--- config.mk ---
export PLATFORM = sky130hd
export DESIGN_NAME = rv_ctl
export DESIGN_NICKNAME = d
export VERILOG_FILES = /design/src/rtl/rv_ctl.sv
export SDC_FILE = /design/constraint.sdc
export NUM_CORES = 1
export LEC_CHECK = 0
export CELL_PAD_IN_SITES_DETAIL_PLACEMENT = 1
export CELL_PAD_IN_SITES_GLOBAL_PLACEMENT = 2
export CORE_ASPECT_RATIO = 0.75
export CORE_MARGIN = 3
export CORE_UTILIZATION = 17
export DETAILED_ROUTE_END_ITERATION = 6
export HOLD_SLACK_MARGIN = 0.08
export MAX_ROUTING_LAYER = met4
export PLACE_DENSITY = 0.8
export SYNTH_ARGS = -nofsm -noshare
export SYNTH_HDL_FRONTEND = slang
export SYNTH_SLANG_ARGS = --single-unit
--- constraint.sdc ---
create_clock -name clk -period 1.5 [get_ports clk]
set_input_delay 0.3 -clock clk [delete_from_list [all_inputs] [get_ports clk]]
set_output_delay 0.3 -clock clk [all_outputs]
set_load 0.1 [all_outputs]
--- src/rtl/rv_ctl.sv ---
// rv_ctl: Moore control FSM sequencing the multicycle RV32I datapath.
// Optional macro RV_CTL_MEM_WAIT_EN adds imem_rdy/dmem_rdy handshakes that
// stall FETCH and the data-memory states until the memory is ready.
module rv_ctl #(
    parameter int DPWIDTH = 32
) (
    input  logic               clk,
    input  logic               rst,
`ifdef RV_CTL_MEM_WAIT_EN
    input  logic               imem_rdy,
    input  logic               dmem_rdy,
`endif
    input  logic [DPWIDTH-1:0] instr,
    input  logic               zero,
    output logic               pcsourse,
    output logic               pcwrite,
    output logic               pccen,
    output logic               irwrite,
    output logic [1:0]         wbsel,
    output logic               regwen,
    output logic [1:0]         immsel,
    output logic               asel,
    output logic               bsel,
    output logic [3:0]         alusel,
    output logic               mdrwrite,
    output logic               dmem_re,
    output logic               dmem_we,
    output logic               instr_done,
    output logic               halted
);

    localparam logic       PC_PLUS4 = 1'b0, PC_ALU = 1'b1;
    localparam logic [1:0] WB_MDR = 2'd0, WB_ALUOUT = 2'd1, WB_PC = 2'd2;
    localparam logic [1:0] IMM_J = 2'd0, IMM_B = 2'd1, IMM_S = 2'd2, IMM_L = 2'd3;
    localparam logic       ALUA_REG = 1'b0, ALUA_PCC = 1'b1;
    localparam logic       ALUB_REG = 1'b0, ALUB_IMM = 1'b1;
    localparam logic [3:0] ADD = 4'd0, SUB = 4'd1, SLL = 4'd2, SLT = 4'd3, SLTU = 4'd4,
                           XOR = 4'd5, SRL = 4'd6, SRA = 4'd7, OR = 4'd8, AND = 4'd9;

    localparam logic [6:0] OP_R = 7'b0110011, OP_I = 7'b0010011, OP_LD = 7'b0000011,
                           OP_ST = 7'b0100011, OP_BR = 7'b1100011, OP_JAL = 7'b1101111,
                           OP_JALR = 7'b1100111;

    typedef enum logic [3:0] {
        FETCH, DECODE, EXEC_R, EXEC_I, MEM_ADDR, MEM_RD, MEM_WB, MEM_WR,
        WB_ALU, BRANCH, JAL, JALR_EX, JALR_WB, HALT
    } state_t;

    state_t state, state_nxt;

    logic [6:0] opcode;
    logic [2:0] funct3;
    logic       alt;
    logic       imem_ok, dmem_ok;
    logic       unused_instr_bits;

    assign opcode = instr[6:0];
    assign funct3 = instr[14:12];
    assign alt    = instr[30];
    // Register indices and immediates belong to the datapath; only opcode,
    // funct3 and bit 30 steer control.
    assign unused_instr_bits = ^{instr[DPWIDTH-1:31], instr[29:15], instr[11:7]};

`ifdef RV_CTL_MEM_WAIT_EN
    assign imem_ok = imem_rdy;
    assign dmem_ok = dmem_rdy;
`else
    assign imem_ok = 1'b1;
    assign dmem_ok = 1'b1;
`endif

    // funct3 to ALU op; alt picks SUB/SRA where funct3 shares an encoding
    function automatic logic [3:0] alu_f3(input logic [2:0] f3, input logic a);
        case (f3)
            3'b000:  return a ? SUB : ADD;
            3'b001:  return SLL;
            3'b010:  return SLT;
            3'b011:  return SLTU;
            3'b100:  return XOR;
            3'b101:  return a ? SRA : SRL;
            3'b110:  return OR;
            default: return AND;
        endcase
    endfunction

    // State register; reset returns to FETCH at once, abandoning any instruction
    always_ff @(posedge clk or posedge rst) begin
        if (rst) state <= FETCH;
        else     state <= state_nxt;
    end

    // Next-state and Moore outputs (branch pcwrite also looks at zero)
    always_comb begin
        state_nxt  = state;
        pcsourse   = PC_PLUS4;
        pcwrite    = 1'b0;
        pccen      = 1'b0;
        irwrite    = 1'b0;
        wbsel      = WB_MDR;
        regwen     = 1'b0;
        immsel     = IMM_J;
        asel       = ALUA_REG;
        bsel       = ALUB_REG;
        alusel     = ADD;
        mdrwrite   = 1'b0;
        dmem_re    = 1'b0;
        dmem_we    = 1'b0;
        instr_done = 1'b0;
        halted     = 1'b0;
        case (state)
            FETCH: begin
                if (imem_ok) begin
                    irwrite   = 1'b1;
                    pccen     = 1'b1;
                    pcwrite   = 1'b1;
                    pcsourse  = PC_PLUS4;
                    state_nxt = DECODE;
                end
            end
            DECODE: begin
                // Precompute the jump/branch target while A/B latch rs1/rs2
                asel   = ALUA_PCC;
                bsel   = ALUB_IMM;
                alusel = ADD;
                immsel = (opcode == OP_JAL) ? IMM_J : IMM_B;
                case (opcode)
                    OP_R:    state_nxt = EXEC_R;
                    OP_I:    state_nxt = (funct3 == 3'b101 && alt) ? HALT : EXEC_I;
                    OP_LD:   state_nxt = (funct3 == 3'b010) ? MEM_ADDR : HALT;
                    OP_ST:   state_nxt = (funct3 == 3'b010) ? MEM_ADDR : HALT;
                    OP_BR:   state_nxt = (funct3[2:1] == 2'b01) ? HALT : BRANCH;
                    OP_JAL:  state_nxt = JAL;
                    OP_JALR: state_nxt = JALR_EX;
                    default: state_nxt = HALT;
                endcase
            end
            EXEC_R: begin
                alusel    = alu_f3(funct3, alt);
                state_nxt = WB_ALU;
            end
            EXEC_I: begin
                bsel      = ALUB_IMM;
                immsel    = IMM_L;
                alusel    = alu_f3(funct3, (funct3 == 3'b101) && alt);
                state_nxt = WB_ALU;
            end
            WB_ALU: begin
                wbsel      = WB_ALUOUT;
                regwen     = 1'b1;
                instr_done = 1'b1;
                state_nxt  = FETCH;
            end
            MEM_ADDR: begin
                bsel      = ALUB_IMM;
                alusel    = ADD;
                // opcode bit 5 separates store from load
                immsel    = opcode[5] ? IMM_S : IMM_L;
                state_nxt = opcode[5] ? MEM_WR : MEM_RD;
            end
            MEM_RD: begin
                dmem_re = 1'b1;
                if (dmem_ok) begin
                    mdrwrite  = 1'b1;
                    state_nxt = MEM_WB;
                end
            end
            MEM_WB: begin
                wbsel      = WB_MDR;
                regwen     = 1'b1;
                instr_done = 1'b1;
                state_nxt  = FETCH;
            end
            MEM_WR: begin
                dmem_we = 1'b1;
                if (dmem_ok) begin
                    instr_done = 1'b1;
                    state_nxt  = FETCH;
                end
            end
            BRANCH: begin
                pcsourse   = PC_ALU;
                instr_done = 1'b1;
                alusel     = !funct3[2] ? SUB : (funct3[1] ? SLTU : SLT);
                // BEQ/BGE/BGEU take on zero; BNE/BLT/BLTU take on !zero
                pcwrite    = zero ^ (funct3[2] ^ funct3[0]);
                state_nxt  = FETCH;
            end
            JAL, JALR_WB: begin
                wbsel      = WB_PC;
                regwen     = 1'b1;
                pcwrite    = 1'b1;
                pcsourse   = PC_ALU;
                instr_done = 1'b1;
                state_nxt  = FETCH;
            end
            JALR_EX: begin
                bsel      = ALUB_IMM;
                immsel    = IMM_L;
                alusel    = ADD;
                state_nxt = JALR_WB;
            end
            HALT: begin
                halted = 1'b1;
            end
            default: state_nxt = HALT;
        endcase
    end

endmodule

==> summary.txt, run 1 <==
Status
  • Status: finished, violations left
  • Failing checks: negative setup slack

STA
  • Final setup violation count: 22
  • Tcrit/Tclk final: 1.30
  • Tmin final: between 1.5 and 2 ns
  • Fin Setup TNS: -6.81 ns
  • Worst-Margin Slew: 0.337 ns
  • Slew Limit Fails: 0
  • Final worst setup slack: -0.450 ns
  • Clock skew: about 0.00095 ns
  • Fmax: a little over 0.5 GHz
  • Endpoints failing hold: 0
  • Worst rel slew slack: 0.775
  • RSZ-0062 raised after global routing: true

Floorplanning
  • Die area: around 5500 sq um
  • Die width: ~85 um
  • Die Height: between 60 and 70 um
  • Io pins: between 50 and 60
  • Core area: 4250 sq um
  • FP Rows: 20
  • Initial core utilization: 0.185

Critical path
  • Worst setup SP type: flop
  • Worst path cell trace: nor4bb_4, nand2_1, and2_4, o21ai_4, buf_12
  • CP Class: reg2out
  • Largest driver fanout on the critical path: 6
  • CP required: between 1 and 1.5 ns
  • Critical-path top delay cell: dfrtp_2
  • Crit end category: output port
  • CP max stage delay: between 0.4 and 0.5 ns
  • Crit path DAT: between 1.5 and 2 ns

Power and ir drop
  • Sequential share of power: 0.230
  • Pwr Total: 472 uW
  • Clock group share of total power: 0.494
  • Peak VDD IR: between 0.1 and 0.15 mV
  • Power Internal: ~350 uW
  • Switching share of total power: 0.265
  • NetSw: ~130 uW
  • Logic pwr share: 0.276
  • Leakage: roughly 0.00094 uW
  • Pwr Density: 221 nW/um^2

Synthesis
  • Synth Area per Inst: between 7 and 8 sq um
  • Synth cell count leaders: nand2_1, nor2_1, o21ai_0, buf_4
  • Main synth FF type: dfrtp_1
  • Largest area contributor in the netlist: dfrtp_1
  • Synth area leaders: dfrtp_1, nand2_1, nor2_1
  • Synth Register Bits: 4
  • EDFF count, synth: 0
  • Post-Syn Area: approximately 790 sq um
  • Top cell type's share of synthesized area: 0.127
  • Syn Inst Count: 111
  • Synth Warn #: 0
  • Most frequent cell after synthesis: nand2_1
  • Asr flop ratio synth: 1.00
  • Seq/Total Area, Yosys: 0.127
  • Distinct cell type count after synthesis: 49
  • Mapped Nets: approximately 150

Hold path
  • Hold Path Class: in2async

Clocking
  • Worst-skew pair later-pin latency: roughly 0.22 ns
  • H-tree Lvls: 1
  • CTS Buf Count: 3
  • Root buf cell: clkbuf_8
  • CTS sink cnt: 4
  • CTS tree: yes
  • Hold_buf cts: 0
  • CTS Buffer Depth: 2
  • Worst-path clk slew: 0.03 ns

Detailed routing
  • Via count: between 1,000 and 1,500
  • Post-Route WL: roughly 4.1 mm
  • DRC: 0
  • DRT met1 WL: 1.79 mm
  • Top routing layer used: met4
  • Met3 Routed Length: ~110 um
  • WL per Instance: 16.6 um
  • DR pass1 iterations: 4
  • Antenna viol nets, final: 0
  • Wire length on met2: approximately 2.1 mm
  • DR iter-0 viols: 32
  • Vias/cell: between 4 and 5

GRT
  • Gr ovfl total: 0
  • Vias in the first global route: around 1,200
  • Largest net degree at the start of global routing: 9
  • Initial antenna violation count: 0
  • First-pass GRT wire length: between 6 and 7 mm
  • Total GRT Usage: 0.149

Placed design
  • Final HPWL DP: between 2 and 3 mm
  • GP Congestion: just over 0.8
  • # port buffers: 33

Final layout
  • Nets@finish: 227
  • Antenna diodes: 0
  • Largest regs: state (4)
  • Ratio of cells with drive above 1 in the final layout: 0.716
  • Area growth, synth to finish: 171%
  • Biggest register: state
  • Max reg flops: 4
  • Fillers: 484

Run
  • Max_cap viols: 0
==> cell families after synthesis <==
logic type,Yosys count,synth area share
AOI/OAI and AO/OA,29,0.243
xor gates and xnor gates,4,0.0445
buffers and inverters,13,0.111
DFF,4,0.127
muxes,2,0.0270
and+or+nand+nor,59,0.447
==> routing by layer <==
metal  GRT usage  up-vias
li1            -      549
met1       0.164      565
met2       0.263       26
met3      0.0229        6
met4      0.0751        0
met5           -        -
==> layout by cell type (no fill, tap or decap), types with 2 or more instances in the layout <==
cell	instances
nor2_4	6
and2b_1	2
nand2_8	2
o21ai_4	4
buf_12	21
buf_6	12
nand2_2	4
nor3_4	2
nand3_1	3
nand3b_1	2
clkdlybuf4s50_1	9
a31oi_1	2
buf_4	39
inv_1	2
dfrtp_2	4
o21ai_2	6
clkbuf_8	3
nand2_1	8
nor2_1	6
or2_4	3
a21oi_2	2
and2_4	2
xnor2_2	3
o21ai_0	3
dlygate4sd2_1	4
nor2b_4	2
==> worst max-delay path, delay by kind of cell, from the launching register on <==
family	cells	cell delay, ns
AOI/OAI and AO/OA	1	0.14
buffers and inverters	1	0.19
DFF	1	0.45
and+or+nand+nor	3	0.64
==> metrics by stage <==
stage	instances	hold WS (ns)	utilization	setup WS (ns)	area, sq um
after floorplan	111	0.0661	-	-0.749	970
after global placement	226	0.499	0.411	-0.471	1750
after detailed placement	226	0.513	0.411	-0.477	1750
after CTS	236	0.285	0.458	-0.446	1950
after global routing	245	0.324	0.501	-0.539	2130
final	245	0.292	0.501	-0.450	2130
==> power by group through the flow <==
stage | Clock, uW | Sequential (uW) | Combinational, uW
after detailed placement | 0 | 110 | 119
after floorplan | 0 | 110 | 46.0
final | 233 | 109 | 130
after global routing | 245 | 109 | 139
after global placement | 0 | 110 | 113
after CTS | 238 | 109 | 122
==> area by class of cell <==
type | instances | area, sq um | area share
clock buffer | 3 | 41.3 | 0.0194
tap | 55 | 68.8 | 0.0323
multi-input combinational | 94 | 916 | 0.429
inverter | 3 | 13.8 | 0.00645
timing repair buffer | 86 | 988 | 0.463
sequential | 4 | 105 | 0.0493
==> worst paths after layout <==
check | from | end | slack [ns] | cells past startpoint
max reg2reg | state[3] | state[2] | -0.05 | 6
max in group asynchronous | rst | state[0] | 1.03 | 2
min in group clk | instr[4] | state[1] | 0.84 | 4
min reg2reg | state[0] | state[1] | 0.92 | 4
max | state[1] | alusel[1] | -0.45 | 5
min | rst | state[2] | 0.29 | 2
==> timing repair <==
action,in CTS,in global routing
pin swaps,13,14
endpoints found under the hold margin,0,0
setup buffers,7,12
setup endpoints to repair,23,24
gates resized for setup,34,27
gates cloned,0,0
No activity file was read; power rests on OpenSTA's default activity.
==> run 2: changes to the inputs <==
- PLACE_DENSITY: 0.8 -> unset
- PLACE_DENSITY_LB_ADDON: unset -> 0.2
==> summary.txt, run 2 (same netlist as run 1, synthesis figures left out) <==
Status
  • Status: finished, violations left
  • Failing checks: negative setup slack

Clocking
  • H-tree Lvls: 1 (unchanged)
  • Worst-path clk slew: 0.03 ns (about the same)
  • Root buf cell: clkbuf_8
  • CTS sink cnt: 4 (unchanged)
  • CTS tree: yes
  • Hold_buf cts: 0 (unchanged)
  • CTS Buffer Depth: 2 (unchanged)
  • CTS Buf Count: 3 (unchanged)
  • Worst-skew pair later-pin latency: 0.22 ns (about the same)

Floorplanning
  • Die Height: 64.9 um (unchanged)
  • FP Rows: 20 (unchanged)
  • Io pins: 55 (unchanged)
  • Initial core utilization: 0.185 (unchanged)
  • Core area: 4250 sq um (unchanged)
  • Die area: 5490 sq um (unchanged)
  • Die width: 84.6 um (unchanged)

Critical path
  • Largest delay contributor family on the critical path: simple AND/OR/NAND/NOR gates
  • CP endpoint: alusel[1]
  • Crit path DAT: 1.61 ns (-0.04 ns)
  • Stages on worst setup path: 5 (unchanged)
  • Worst setup SP type: flop
  • Worst path cell trace: nor4bb_4, nand2_1, and2_4, o21ai_4, buf_12
  • Worst path buffer plus inverter count: 1 (unchanged)
  • Critical-path top delay cell: dfrtp_2
  • Crit end category: output port
  • R2R Path End: state[2]
  • Setup slack, reg-to-reg: -0.07 ns (-0.02 ns)
  • CP Class: reg2out
  • CP max stage delay: 0.46 ns (about the same)
  • CP required: 1.20 ns (about the same)
  • R2r worst-path depth: 8 (+2)
  • RR Startpoint: state[1]
  • Largest driver fanout on the critical path: 5 (-1)
  • Crit path from: state[1]

GRT
  • First-pass GRT wire length: 5.61 mm (-9.4%)
  • Vias in the first global route: 1,175 (-1.9%)
  • Total GRT Usage: 0.130 (-0.0189)
  • Gr ovfl total: 0 (unchanged)
  • Initial antenna violation count: 0 (unchanged)
  • Largest net degree at the start of global routing: 11 (+2)

STA
  • Clock skew: 0.000988 ns (+0.0000336 ns)
  • Fmax: 0.524 GHz (+2.1%)
  • Tcrit/Tclk final: 1.27 (-0.0268)
  • Final setup violation count: 23 (+4.5%)
  • Tmin final: 1.91 ns (-0.0402 ns)
  • Worst rel slew slack: 0.757 (-0.0183)
  • Slew Limit Fails: 0 (unchanged)
  • Worst-Margin Slew: 0.364 ns (+0.0269 ns)
  • Endpoints failing hold: 0 (unchanged)
  • Final worst setup slack: -0.410 ns (+0.0402 ns)
  • RSZ-0062 raised after global routing: true

Final layout
  • Antenna diodes: 0 (unchanged)
  • Sequential Area: 105 sq um (unchanged)
  • Most frequent cells in the layout: buf_4, buf_12, clkdlybuf4s50_1, buf_6, nand2_1
  • Max reg flops: 4 (unchanged)
  • Final Non-Filler Cells: 238 (-2.9%)
  • Biggest register: state
  • Ratio of cells with drive above 1 in the final layout: 0.678 (-0.0382)
  • Largest regs: state (4)
  • Area of the multi-input gates: 886 sq um (-3.3%)
  • Nets@finish: 220 (-3.1%)
  • Fillers: 495 (+2.3%)
  • Commonest non-fill, non-tap cell in the layout: buf_4
  • Area growth, synth to finish: 160%

Placed design
  • # port buffers: 33 (unchanged)
  • Final HPWL DP: 2.78 mm (-0.72%)
  • Post-Place Cells: 226 (unchanged)
  • GP Congestion: 0.751 (-7.8%)

Detailed routing
  • Via count: 1,068 (-6.8%)
  • DR iter-0 viols: 16 (-50%)
  • DRC: 0 (unchanged)
  • DR pass1 iterations: 4 (unchanged)
  • WL per Instance: 14.5 um (-13%)
  • Vias/cell: 4.49 (-4.1%)
  • Post-Route WL: 3.46 mm (-15%)
  • Antenna viol nets, final: 0 (unchanged)

Power and ir drop
  • NetSw: 120 uW (-3.9%)
  • Leakage: 0.000932 uW (-0.60%)
  • Pwr Total: 472 uW (about the same)
  • Clock group share of total power: 0.496 (+0.002)
  • Peak VDD IR: 0.192 mV (+41%)
  • Sequential share of power: 0.230 (about the same)
  • Power Internal: 352 uW (+1.4%)
  • Logic pwr share: 0.274 (-0.002)
  • Pwr Density: 230 nW/um^2 (+4.1%)
  • Switching share of total power: 0.255 (-0.0104)

Run
  • Max_cap viols: 0 (unchanged)

Hold path
  • Hold Path Class: in2async
[run 2: power by group through the flow]
stage          sequential, uW  combinational (uW)  clock, uW
2_1_floorplan             110                46.0          0
3_3_place_gp              110                 119          0
3_5_place_dp              110                 123          0
4_1_cts                   109                 123        244
5_1_grt                   109                 140        247
6_report                  109                 129        234
[run 2: layout make-up]
cell class,count,share of cell area
Timing Repair Buffer,79,0.457
Inverter,3,0.00549
Clock buffer,3,0.0201
Multi-Input combinational cell,94,0.432
Sequential cell,4,0.0513
Tap cell,55,0.0336
[run 2: worst min-delay path by stage]
stage / slack (ns) / cells past startpoint / endpoint
floorplan: 0.07 / 1 / state[0]
global placement: 0.50 / 2 / state[2]
detailed placement: 0.50 / 2 / state[1]
CTS: 0.27 / 2 / state[0]
global route: 0.29 / 2 / state[3]
finish: 0.27 / 2 / state[0]
[run 2: worst register-to-register path: cells and delay by family, from the launching register on]
kind | cells | cell delay [ns]
flops | 1 | 0.46
compound gates | 1 | 0.18
simple gates | 3 | 0.32
buf+inv | 4 | 0.53
[run 2: timing repair]
item / 4_1_cts / 5_1_grt
pin swaps: 9 / 11
endpoints found under the setup margin: 22 / 24
gates cloned: 0 / 0
resized for setup: 28 / 19
setup buffers: 6 / 4
[run 2: layer usage]
layer	vias to the layer above	GRT usage	share of wire
met5	-	-	0
met3	9	0.0102	0.023
li1	532	-	-
met1	503	0.156	0.44
met4	0	0.0474	0.019
met2	24	0.229	0.52
[run 2: through the flow]
stage | hold slack, ns | instance area, sq um | TNS, ns | util | worst slack [ns]
after floorplan | 0.0661 | 970 | -5.99 | - | -0.749
after global placement | 0.498 | 1760 | -5.07 | 0.414 | -0.523
after detailed placement | 0.503 | 1760 | -5.90 | 0.414 | -0.555
after CTS | 0.273 | 1940 | -6.71 | 0.456 | -0.421
after global routing | 0.292 | 2050 | -7.76 | 0.482 | -0.492
final | 0.270 | 2050 | -6.50 | 0.482 | -0.410
==> run 3: changes to the inputs <==
- GPL_TIMING_DRIVEN: unset -> 1
- SETUP_SLACK_MARGIN: unset -> 0.05
==> summary.txt, run 3 (same netlist as run 1, synthesis figures left out) <==
STA
  • Final setup violation count: 23 (unchanged)
  • Worst-Margin Slew: 0.364 ns (-0.000183 ns)
  • RSZ-0062 raised after global routing: true
  • Worst rel slew slack: 0.757 (about the same)
  • Fmax: 0.524 GHz (about the same)
  • Slew Limit Fails: 0 (unchanged)
  • Fin Setup TNS: -6.54 ns (-0.0444 ns)
  • Endpoints failing hold: 0 (unchanged)
  • Final worst setup slack: -0.410 ns (+0.000138 ns)
  • Tcrit/Tclk final: 1.27 (about the same)
  • Clock skew: 0.00165 ns (+0.000661 ns)
  • Tmin final: 1.91 ns (-0.000138 ns)
  • Hold Worst Slack: 0.270 ns (-0.0000250 ns)

Floorplanning
  • Die area: 5490 sq um (unchanged)
  • Core area: 4250 sq um (unchanged)
  • Die Height: 64.9 um (unchanged)
  • Die width: 84.6 um (unchanged)
  • Initial core utilization: 0.185 (unchanged)
  • FP Rows: 20 (unchanged)
  • Io pins: 55 (unchanged)

Final layout
  • Commonest non-fill, non-tap cell in the layout: buf_4
  • Biggest register: state
  • Antenna diodes: 0 (unchanged)
  • Max reg flops: 4 (unchanged)
  • Final instance area: 2050 sq um (+0.24%)
  • Most frequent cells in the layout: buf_4, buf_12, buf_6
  • Area growth, synth to finish: 161%
  • Ratio of cells with drive above 1 in the final layout: 0.696 (+0.0181)
  • Largest regs: state (4)
  • Nets@finish: 221 (+0.45%)
  • Final cell utilization of the core: 0.483 (+0.00118)
  • Final Non-Filler Cells: 239 (+0.42%)

GRT
  • Total GRT Usage: 0.130 (-0.000275)
  • Largest net degree at the start of global routing: 11 (unchanged)
  • First-pass GRT wire length: 5.59 mm (-0.36%)
  • Gr ovfl total: 0 (unchanged)
  • Vias in the first global route: 1,173 (-0.17%)
  • Initial antenna violation count: 0 (unchanged)

Run
  • Max_cap viols: 0 (unchanged)

Clocking
  • CTS Buf Count: 3 (unchanged)
  • CTS Buffer Depth: 2 (unchanged)
  • Worst-path clk slew: 0.03 ns (about the same)
  • Worst-skew pair later-pin latency: 0.22 ns (about the same)
  • CTS tree: yes
  • H-tree Lvls: 1 (unchanged)
  • CTS sink cnt: 4 (unchanged)
  • Root buf cell: clkbuf_8
  • Hold_buf cts: 0 (unchanged)

Critical path
  • CP Class: reg2out
  • Crit end category: output port
  • Worst path cell trace: nor4bb_4, nand2_1, and2_4, o21ai_4, buf_12
  • Largest driver fanout on the critical path: 5 (unchanged)
  • R2R Path End: state[2]
  • RR Startpoint: state[1]
  • Critical-path top delay cell: dfrtp_2
  • Largest delay contributor family on the critical path: simple AND/OR/NAND/NOR gates
  • Worst path buffer plus inverter count: 1 (unchanged)
  • Crit path DAT: 1.61 ns (about the same)
  • CP max stage delay: 0.48 ns (+0.02 ns)
  • Setup slack, reg-to-reg: -0.07 ns (about the same)
  • R2r worst-path depth: 8 (unchanged)
  • CP required: 1.20 ns (about the same)
  • Worst setup SP type: flop

Power and ir drop
  • Switching share of total power: 0.255 (-0.000340)
  • NetSw: 120 uW (about the same)
  • Sequential share of power: 0.230 (about the same)
  • Leakage: 0.000934 uW (+0.24%)
  • Logic pwr share: 0.274 (about the same)
  • Peak VDD IR: 0.192 mV (-0.11%)
  • Clock group share of total power: 0.496 (about the same)
  • Power Internal: 352 uW (+0.25%)
  • Pwr Density: 230 nW/um^2 (about the same)

Placed design
  • # port buffers: 33 (unchanged)
  • Instance area at placement: 1760 sq um (unchanged)
  • GP Congestion: 0.751 (unchanged)
  • Final HPWL DP: 2.78 mm (unchanged)
  • Post-Place Cells: 226 (unchanged)

Detailed routing
  • WL per Instance: 14.6 um (+0.47%)
  • Vias/cell: 4.49 (about the same)
  • Via count: 1,073 (+0.47%)
  • DR pass1 iterations: 4 (unchanged)
  • DRC: 0 (unchanged)
  • Post-Route WL: 3.49 mm (+0.90%)
  • Antenna viol nets, final: 0 (unchanged)
  • DR iter-0 viols: 30 (+14)

Status
  • Status: finished, violations left
  • Failing checks: negative setup slack

Hold path
  • Hold Path Class: in2async
-- run 3: worst max-delay path by stage --
stage | to | from | cells after the start
2_1_floorplan | pccen | state[3] | 4
3_3_place_gp | pcwrite | instr[14] | 6
3_5_place_dp | pcwrite | instr[14] | 6
4_1_cts | alusel[1] | state[0] | 5
5_1_grt | alusel[1] | state[1] | 5
6_report | alusel[1] | state[2] | 5
-- run 3: cell type report --
class / instances / area [sq um]
clock buffers: 3 / 41.3
fillers: 495 / 2200
inverters: 3 / 11.3
multi-input cells: 94 / 885
flip-flops and latches: 4 / 105
well taps: 55 / 68.8
repair buffers: 80 / 943
-- run 3: power by group through the flow --
stage	sequential, uW	combinational [uW]	clock, uW
after CTS	109	126	244
final	109	130	235
after global placement	110	119	0
after global routing	109	140	247
after detailed placement	110	123	0
after floorplan	110	46.0	0
-- run 3: timing repair --
action,in CTS,in global routing
setup buffers,6,5
cloned,0,0
endpoints found under the setup margin,23,24
resized for setup,32,18
pin swaps,11,10
-- run 3: layer usage --
metal | GRT usage | share of wire | wire (um)
met1 | 0.155 | 0.43 | 1520
met2 | 0.229 | 0.52 | 1810
met3 | 0.0102 | 0.025 | 86
met4 | 0.0474 | 0.021 | 72
met5 | - | 0 | 0
-- run 3: per-stage QoR --
| stage | total power (uW) | setup slack [ns] |
|---|---|---|
| finish | 473 | -0.410 |
| global route | 496 | -0.492 |
| CTS | 478 | -0.421 |
| detailed placement | 233 | -0.555 |
| global placement | 229 | -0.523 |
| floorplan | 156 | -0.749 |
